`config.mk`:
```
export PLATFORM = sky130hd
export DESIGN_NAME = seq_divider
export DESIGN_NICKNAME = d
export VERILOG_FILES = /design/src/rtl/seq_divider.sv
export SDC_FILE = /design/constraint.sdc
export NUM_CORES = 1
export LEC_CHECK = 0
export CAP_MARGIN = 20
export CORE_UTILIZATION = 57
export CTS_CLUSTER_DIAMETER = 50
export DETAILED_ROUTE_END_ITERATION = 16
export GPL_ROUTABILITY_DRIVEN = 0
export PLACE_DENSITY = 0.84
export SLEW_MARGIN = 20
export SYNTH_ARGS = -nofsm -noshare
export SYNTH_HDL_FRONTEND = slang
export SYNTH_SLANG_ARGS = --single-unit
```
`constraint.sdc`:
```
create_clock -name clk -period 4.8 [get_ports clk]
set_input_delay 1.2 -clock clk [delete_from_list [all_inputs] [get_ports clk]]
set_output_delay 1.2 -clock clk [all_outputs]
set_load 0.01 [all_outputs]
```
`src/rtl/seq_divider.sv`:
```
// seq_divider: unsigned restoring divider, one quotient bit per clock, with divide-by-zero shortcut
module seq_divider #(
    parameter int WIDTH = 8
) (
    input  logic             clk,
    input  logic             rst_n,
    input  logic             start,
    input  logic [WIDTH-1:0] dividend,
    input  logic [WIDTH-1:0] divisor,
    output logic             busy,
    output logic             done,
    output logic [WIDTH-1:0] quotient,
    output logic [WIDTH-1:0] remainder,
    output logic             div_by_zero
);
    localparam int CW = $clog2(WIDTH + 1);
    typedef enum logic [1:0] {IDLE, RUN, DONE} state_t;
    state_t           state, state_nx;
    logic [WIDTH-1:0] acc, dvs, part, low, part_nx;
    logic [CW-1:0]    cnt;
    logic             qbit, last;
    // trial subtract: the shifted-out partial remainder MSB acts as the extra (WIDTH+1)th bit
    always_comb begin
        low     = {part[WIDTH-2:0], acc[WIDTH-1]};
        qbit    = part[WIDTH-1] | (low >= dvs);
        part_nx = qbit ? low - dvs : low;
        last    = cnt == CW'(1);
    end
    // state register
    always_ff @(posedge clk or negedge rst_n) begin
        if (!rst_n) state <= IDLE;
        else        state <= state_nx;
    end
    // next state and status outputs
    always_comb begin
        busy     = state == RUN;
        done     = state == DONE;
        state_nx = state == IDLE ? (start ? (divisor == '0 ? DONE : RUN) : IDLE) :
                   state == RUN  ? (last ? DONE : RUN) : IDLE;
    end
    // datapath: acc shifts dividend bits out and quotient bits in; results load only on entry to DONE
    always_ff @(posedge clk or negedge rst_n) begin
        if (!rst_n) begin
            acc         <= '0;
            dvs         <= '0;
            part        <= '0;
            cnt         <= '0;
            quotient    <= '0;
            remainder   <= '0;
            div_by_zero <= 1'b0;
        end else if (state == IDLE && start) begin
            if (divisor == '0) begin
                quotient    <= '1;
                remainder   <= dividend;
                div_by_zero <= 1'b1;
            end else begin
                acc  <= dividend;
                dvs  <= divisor;
                part <= '0;
                cnt  <= CW'(WIDTH);
            end
        end else if (state == RUN) begin
            acc  <= {acc[WIDTH-2:0], qbit};
            part <= part_nx;
            cnt  <= cnt - CW'(1);
            if (last) begin
                quotient    <= {acc[WIDTH-2:0], qbit};
                remainder   <= part_nx;
                div_by_zero <= 1'b0;
            end
        end
    end
endmodule

```
== Yosys cells after proc, flatten, opt, wreduce, memory -nomap -nowiden ==
Cells that the tools add are included.

* Add/sub/neg operators: 2
* Order comparisons: 1
* Eq/ne operators: 5
* Multiplexer cells: 27
* Bitwise gates (word level): 2
* Reduce and logical (&&, ||, !) cells: 8

{| class="wikitable"
|+ Operators by type and width
! operator !! number
|-
| $mux W8 || 15
|-
| $mux W4 || 3
|-
| $mux W2 || 5
|-
| $ge A8 B8 Y1 || 1
|-
| $logic_not A8 Y1 || 1
|-
| $sub A8 B8 Y8 || 1
|-
| $eq A4 B1 Y1 const B || 1
|-
| $mux W1 || 4
|-
| $ne A2 B2 Y1 const B || 2
|-
| $reduce_and A2 Y1 || 2
|-
| $reduce_bool A2 Y1 || 2
|-
| $sub A4 B1 Y4 const B || 1
|-
| $reduce_and A3 Y1 || 1
|-
| $eq A2 B1 Y1 const B || 1
|-
| $eq A2 B2 Y1 const B || 1
|-
| $logic_not A2 Y1 || 1
|-
| $logic_and A1 B1 Y1 || 1
|-
| $not A1 Y1 || 1
|-
| $or A1 B1 Y1 || 1
|}

* Register bits: 47
* Bits of input ports: 19
* Output and inout port bits: 19

== Depth between registers and ports, before layout ==
Gate-level depths: netlist (run 1).

* Depth in word-level cells: 6
* Mapped depth: 10
* Mapped depth without buffers: 9

== Worst setup path before layout (run 1) ==
OpenSTA, ideal clock, no wires.

* Path kind: input -> register
* Start: input port divisor[1]
* End: register remainder[5]
* Setup time: 82 ps
* Data arrival time: 2,609 ps
* Required time: 4,718 ps
* Slack: 2,110 ps
* Stages: 7
* Cell sequence: or4_1 -> nor3_4 -> nand2b_1 -> buf_6 -> buf_12 -> nor2_2 -> a31oi_2

* Word-level cells in the longest chain between the ends: 3

{| class="wikitable"
|+ Ends and longest elaborated chain
! item !! line !! text
|-
| start: declaration || 9 || <nowiki>input logic [WIDTH-1:0] divisor,</nowiki>
|-
| $logic_not A8 Y1 || 52 || <nowiki>if (divisor == '0) begin</nowiki>
|-
| $ne A2 B2 Y1 (no source line) || - ||
|-
| $reduce_and A3 Y1 (no source line) || - ||
|-
| end signal: assignment || 54 || <nowiki>remainder <= dividend;</nowiki>
|-
| end signal: assignment || 68 || <nowiki>remainder <= part_nx;</nowiki>
|-
| end: declaration || 13 || <nowiki>output logic [WIDTH-1:0] remainder,</nowiki>
|}

Every way passes these cells.
A chain may end at the register's enable or synchronous reset.

== Worst setup path after layout (run 1) ==
* Start: input port divisor[0]
* End: register acc[0]

* Word-level cells in the longest chain between the ends: 3

{| class="wikitable"
|+ Ends and longest elaborated chain
! item !! line !! text
|-
| $logic_not A8 Y1 || 52 ||
|-
| $ne A2 B2 Y1 (no source line) || - ||
|-
| $reduce_and A2 Y1 (no source line) || - ||
|-
| end signal: assignment || 57 || <nowiki>acc <= dividend;</nowiki>
|-
| end signal: assignment || 63 || <nowiki>acc <= {acc[WIDTH-2:0], qbit};</nowiki>
|-
| end: declaration || 19 || <nowiki>logic [WIDTH-1:0] acc, dvs, part, low, part_nx;</nowiki>
|}

Every way passes these cells.

==> qor.csv, run 1 <==
stage,metric,value,unit
run_status,status,"finished, final reports clean",
global_routing,largest net degree at the start of global routing,48,
floorplanning,Die Span Y,67.3,um
logic_synthesis,"Top FF cell, synth",dfrtp_1,
drt,number of DRC markers in iteration 0,159,
logic_synthesis,"FF+latch count, synth",47,
logic_synthesis,synthesized area per cell,9.40,um^2
critical_path,worst endpoint required time,5.00,ns
timing,Max Freq,0.293,GHz
timing,Final setup viols,0,
critical_path,reg2reg setup slack,2.25,ns
cells_and_area,Synth-to-Final Area Change,18.2,%
drt,drt pass-1 iters,5,
cells_and_area,"most common cell after layout, fill and taps aside",dfrtp_1,
timing,Slew headroom,35.2,%
cts,H-Tree Depth,2,
place,Final HPWL DP,3710,um
drt,Detail Route Antenna Nets,0,
cells_and_area,share of cells above drive strength 1,5.46,%
logic_synthesis,Post-Syn Area,2430,um^2
cells_and_area,antenna diode count,0,
logic_synthesis,fraction of registers with async set/reset,100,%
timing,RSZ-0062 raised after global routing,false,
timing,PnR worst setup slack,1.38,ns
floorplanning,die area,4530,um^2
cells_and_area,Layout Cells excl Fill,343,
drt,post-detailed-route wirelength per cell,15.3,um
critical_path,startpoint types,input pin,
floorplanning,I/O pins,38,
floorplanning,# rows,23,
timing,skew final,0.00986,ns
cts,"Setup Fix Bufs, Post-CTS",0,
global_routing,initial antenna violation count,0,
timing,Post-Route Setup TNS,0,ns
cts,CTS tree,yes,
critical_path,CP Max Fanout,33,
cts,Longest Clk Path Bufs,2,
timing,fin crit share,71.2,%
critical_path,critical path arrival,3.61,ns
place,dpl ws,1.09,ns
logic_synthesis,cells after synthesis,259,
place,placed cell count,336,
cells_and_area,most frequent cells in the layout,"dfrtp_1, nor2_1, clkdlybuf4s50_1, nand2_1",
timing,minimum clock period,3.42,ns
timing,Hold Slack,0.498,ns
global_routing,total global routing overflow,0,
drt,Via-to-Cell Ratio,5.78,
cts,PostCTS Resize Cnt,0,
logic_synthesis,Syn Nets,289,
logic_synthesis,register area share after synthesis,48.3,%
global_routing,vias in the first global route,1803,
critical_path,Worst setup EP type,flip-flop,
timing,final hold violation count,0,
critical_path,Crit-path slowest cell,nand2_1,
critical_path,critical path type,input pin to flip-flop,
critical_path,CP peak stage delay,0.63,ns
cts,clk root buf,clkbuf_8,
run,# Max-Cap Violations,0,
logic_synthesis,number of synthesized flops with an enable pin,0,
floorplanning,core area,4060,um^2
floorplanning,Initial Utilization,60.0,%
timing,max-slew violations,0,
cts,Num CTS Buffers,5,
min_path,worst min-delay path category,flip-flop to flip-flop,
critical_path,worst-path cell chain,clkdlybuf4s50_1 -> or4_1 -> o21ai_1 -> nand2_1 -> o22a_1,
cts,clock latency on the worst-skew pair,0.30,ns
pwr,VDD IR max,0.494,mV
drt,WL final,5230,um
cts,cts hold-fix bufs,0,
cts,clock slew at reported path FFs,0.09,ns
logic_synthesis,yosys synthesis warning count,0,
critical_path,"Buf+Inv Stages, Crit Path",1,
timing,actual slew at the worst max-slew pin,0.969,ns
global_routing,first-pass GRT wire length,8740,um
pwr,Design Power,2250,uW
drt,via count,1984,
cells_and_area,Final nets,323,
cts,clock sinks,47,
floorplanning,Die X,67.3,um
logic_synthesis,Netlist cell types,51,
global_routing,gr usage total,26.7,%
critical_path,critical path's top delay family,simple AND/OR/NAND/NOR gates,
place,Port Buffers,37,
pwr,pwr/cell area,783,nW/um^2
pwr,Leakage,0.00126,uW
drt,# DRC,0,
-- worst register-to-register path, cell delays in order (launching register included) --
cell     delay, ns
dfrtp_1       0.39
inv_1         0.06
ha_1          0.21
inv_1         0.09
fa_1          0.20
nand3_1       0.12
a31o_2        0.23
a21oi_1       0.63
o21ai_0       0.28
a41oi_1       0.25
-- routing by layer --
layer	wire [um]	part of all wire (%)	track usage, %	vias to the layer above
met3	174	3.3	6.25	4
li1	-	-	-	974
met4	49	0.94	6.91	0
met1	2380	46	35.9	962
met5	0	0	0	-
met2	2620	50	43.1	44
-- metrics by stage --
| stage | instance area, um^2 | utilization [%] |
|---|---|---|
| 3_5_place_dp | 2790 | 68.8 |
| 2_1_floorplan | 2430 | - |
| 3_3_place_gp | 2790 | 68.8 |
| 6_report | 2880 | 70.9 |
| 4_1_cts | 2870 | 70.8 |
| 5_1_grt | 2880 | 70.9 |
-- path summary, 6_finish.rpt --
check                      cells after the start                    start                        to
setup / recovery                               5               divisor[0]        acc[0]$_DFFE_PN0P_
hold / removal                                 1  div_by_zero$_DFFE_PN0P_   div_by_zero$_DFFE_PN0P_
setup reg to reg                               9       acc[7]$_DFFE_PN0P_  remainder[7]$_DFFE_PN0P_
hold reg to reg                                1  div_by_zero$_DFFE_PN0P_   div_by_zero$_DFFE_PN0P_
max in group asynchronous                      1                    rst_n        dvs[6]$_DFFE_PN0P_
min in group asynchronous                      1                    rst_n        cnt[1]$_DFFE_PN0P_
-- cell usage after synthesis, types with 2 or more instances --
library cell / n / area [um^2]
nand2b_1: 5 / 31.3
a31oi_1: 14 / 87.6
nor2_1: 39 / 146
inv_1: 15 / 56.3
a21oi_1: 16 / 80.1
o21ai_0: 16 / 80.1
clkbuf_1: 3 / 11.3
ha_1: 10 / 125
a22oi_1: 4 / 30.0
a211o_1: 2 / 17.5
nand2_1: 31 / 116
or3_1: 2 / 12.5
mux2i_1: 2 / 20.0
a41oi_1: 2 / 17.5
nand3_1: 3 / 15.0
xor2_1: 3 / 26.3
o21a_1: 2 / 15.0
buf_2: 3 / 15.0
nand3b_1: 2 / 15.0
and3_1: 2 / 12.5
a32oi_1: 2 / 17.5
dfrtp_1: 47 / 1180
buf_6: 2 / 22.5
nand4_1: 2 / 12.5
nor2b_1: 4 / 25.0
-- power breakdown --
group	switching (uW)	internal, uW
registers	132	595
logic	715	579
clock network	132	99.8
-- area by class of cell --
| type | count | area, um^2 |
|---|---|---|
| multi-input combinational | 186 | 1120 |
| timing repair buffer | 38 | 375 |
| inverter | 15 | 56.3 |
| tap | 50 | 62.6 |
| sequential | 47 | 1180 |
| fill | 308 | 1180 |
| clock inverter | 2 | 13.8 |
| clock buffer | 5 | 68.8 |
-- state kept, by name, indices dropped and copies added (netlist names) --
register and count:
part 8, quotient 8, state 2, dvs 8, div_by_zero 1, cnt 4
remainder 8, acc 8
-- logic make-up after synthesis --
kind of cell	Yosys count	share of synthesized area [%]
AOI/OAI and AO/OA	69	18.1
xor gates and xnor gates	4	1.44
adders and majority gates	11	5.96
buffers and inverters	26	5.50
DFF	47	48.3
muxes	2	0.823
and+or+nand+nor	100	19.8
No activity file was read; power rests on OpenSTA's default activity.
==> run 2: changes to the inputs <==
Settings changed: CORE_UTILIZATION 57 to 53, PLACE_DENSITY 0.84 to 0.79.
Clock period 4.8 ns to 3.27 ns, I/O delays scaled along.
==> run 2 against run 1 <==
Utilization decreased by 3.6 points. Flip-flop and latch count unchanged. Register-to-register slack worse by 1.2 ns. Cell count grew 2.3%. Total power up 53%. Sequential power increased by 46%. Via count rose by 1.6%. Clock skew increased by 0.0036 ns. Clock power rose by 90%. Die area rose by 7.3%. Critical path type is now flip-flop to primary output. Critical endpoint is now busy.
==> qor.csv, run 2 (synthesis results as in run 1) <==
stage,metric,value,unit
run_status,status,"finished, final reports clean",
drt,WL final,5250,um
cts,Longest Clk Path Bufs,2,
min_path,hold path cells,1,
cells_and_area,Final nets,328,
global_routing,largest net degree at the start of global routing,48,
drt,Via-to-Cell Ratio,5.74,
floorplanning,I/O pins,38,
timing,actual slew at the worst max-slew pin,0.577,ns
floorplanning,Die X,69.8,um
run,# Max-Cap Violations,0,
timing,Slew headroom,61.5,%
pwr,pwr/cell area,1160,nW/um^2
cts,cts hold-fix bufs,0,
cells_and_area,most frequent cells in the layout,"dfrtp_1, nor2_1, clkdlybuf4s50_1, nand2_1",
min_path,worst min-delay path category,flip-flop to flip-flop,
drt,number of DRC markers in iteration 0,118,
timing,Post-Route Setup TNS,0,ns
critical_path,critical path type,flip-flop to primary output,
floorplanning,die area,4870,um^2
global_routing,first-pass GRT wire length,9400,um
critical_path,Critical R2R Launch,acc[7]$_DFFE_PN0P_,
cells_and_area,Synth-to-Final Area Change,21.2,%
floorplanning,core area,4380,um^2
timing,Final setup viols,0,
cts,H-Tree Depth,2,
cts,CTS tree,yes,
critical_path,critical path arrival,1.68,ns
cells_and_area,Fillers,379,
cells_and_area,final core occ,67.3,%
critical_path,startpoint types,flip-flop,
cts,PostCTS Resize Cnt,0,
drt,post-detailed-route wirelength per cell,14.9,um
critical_path,CP Max Fanout,7,
cts,clock sinks,47,
cells_and_area,share of cells above drive strength 1,7.36,%
cts,clk root buf,clkbuf_8,
cts,clock latency on the worst-skew pair,0.31,ns
global_routing,total global routing overflow,0,
cells_and_area,"most common cell after layout, fill and taps aside",dfrtp_1,
timing,Hold Slack,0.490,ns
cells_and_area,FF+latch area,1180,um^2
place,Final HPWL DP,3780,um
timing,max-slew violations,0,
drt,drt pass-1 iters,4,
drt,via count,2015,
critical_path,Worst setup EP type,primary output,
global_routing,initial antenna violation count,0,
cts,clock slew at reported path FFs,0.10,ns
floorplanning,# rows,24,
min_path,hold_sp,div_by_zero$_DFFE_PN0P_,
cells_and_area,area of the multi-input gates,1120,um^2
timing,skew final,0.0134,ns
timing,final hold violation count,0,
min_path,Hold Path End,div_by_zero$_DFFE_PN0P_,
critical_path,reg2reg setup slack,1.08,ns
critical_path,worst endpoint required time,2.45,ns
critical_path,FF-to-FF path depth,9,
pwr,Design Power,3440,uW
cts,Num CTS Buffers,5,
timing,RSZ-0062 raised after global routing,false,
timing,fin crit share,76.2,%
drt,# DRC,0,
pwr,Leakage,0.00130,uW
timing,minimum clock period,2.49,ns
drt,Detail Route Antenna Nets,0,
cells_and_area,antenna diode count,0,
place,Port Buffers,37,
timing,Max Freq,0.401,GHz
floorplanning,Die Span Y,69.8,um
global_routing,gr usage total,24.3,%
cts,"Setup Fix Bufs, Post-CTS",0,
floorplanning,Initial Utilization,55.5,%
pwr,VDD IR max,0.759,mV
critical_path,R2R Path End,remainder[6]$_DFFE_PN0P_,
global_routing,vias in the first global route,2038,
run 2: final cells by class:
| cell class | count | area share, % |
|---|---|---|
| clock buffer | 5 | 2.33 |
| clock inverter | 3 | 1.57 |
| inverter | 15 | 1.91 |
| multi-input combinational | 186 | 38.1 |
| sequential | 47 | 39.9 |
| tap | 52 | 2.21 |
| timing repair buffer | 43 | 14.0 |
run 2: worst max-delay path by stage:
stage                  startpoint                  endpoint  slack [ns]  cells after the start
6_report       state[1]$_DFF_PN0_                      busy        0.78                      3
4_1_cts        state[1]$_DFF_PN0_                      busy        0.77                      3
2_1_floorplan          divisor[1]  remainder[5]$_DFFE_PN0P_        0.96                      7
3_3_place_gp                start  remainder[7]$_DFFE_PN0P_        0.57                      7
5_1_grt                     start  remainder[6]$_DFFE_PN0P_        0.61                      7
3_5_place_dp                start  remainder[6]$_DFFE_PN0P_        0.50                      7
run 2: metrics by stage:
stage / cell area [um^2] / setup WS, ns / instances
5_1_grt: 2950 / 0.612 / 351
6_report: 2950 / 0.777 / 351
3_3_place_gp: 2830 / 0.570 / 343
3_5_place_dp: 2830 / 0.497 / 343
4_1_cts: 2950 / 0.774 / 351
2_1_floorplan: 2430 / 0.962 / 259
run 2: power by group:
| group | switching [uW] | internal (uW) | total (uW) |
|---|---|---|---|
| sequential | 191 | 873 | 1060 |
| clock | 210 | 230 | 441 |
| combinational | 1050 | 876 | 1930 |
| total | 1460 | 1980 | 3440 |
run 2: layer usage:
metal  track usage, %  part of all wire [%]  up-vias
met5                0                     0        -
met4             7.56                   1.6        0
met3             4.22                   3.4       11
met2             41.0                    50       44
met1             31.8                    45      978
li1                 -                     -      982
run 2: critical path, stage by stage, from the launching register on:
cell and delay (ns):
dfrtp_1 0.41, nand2b_1 0.25, inv_1 0.16, clkdlybuf4s50_1 0.55
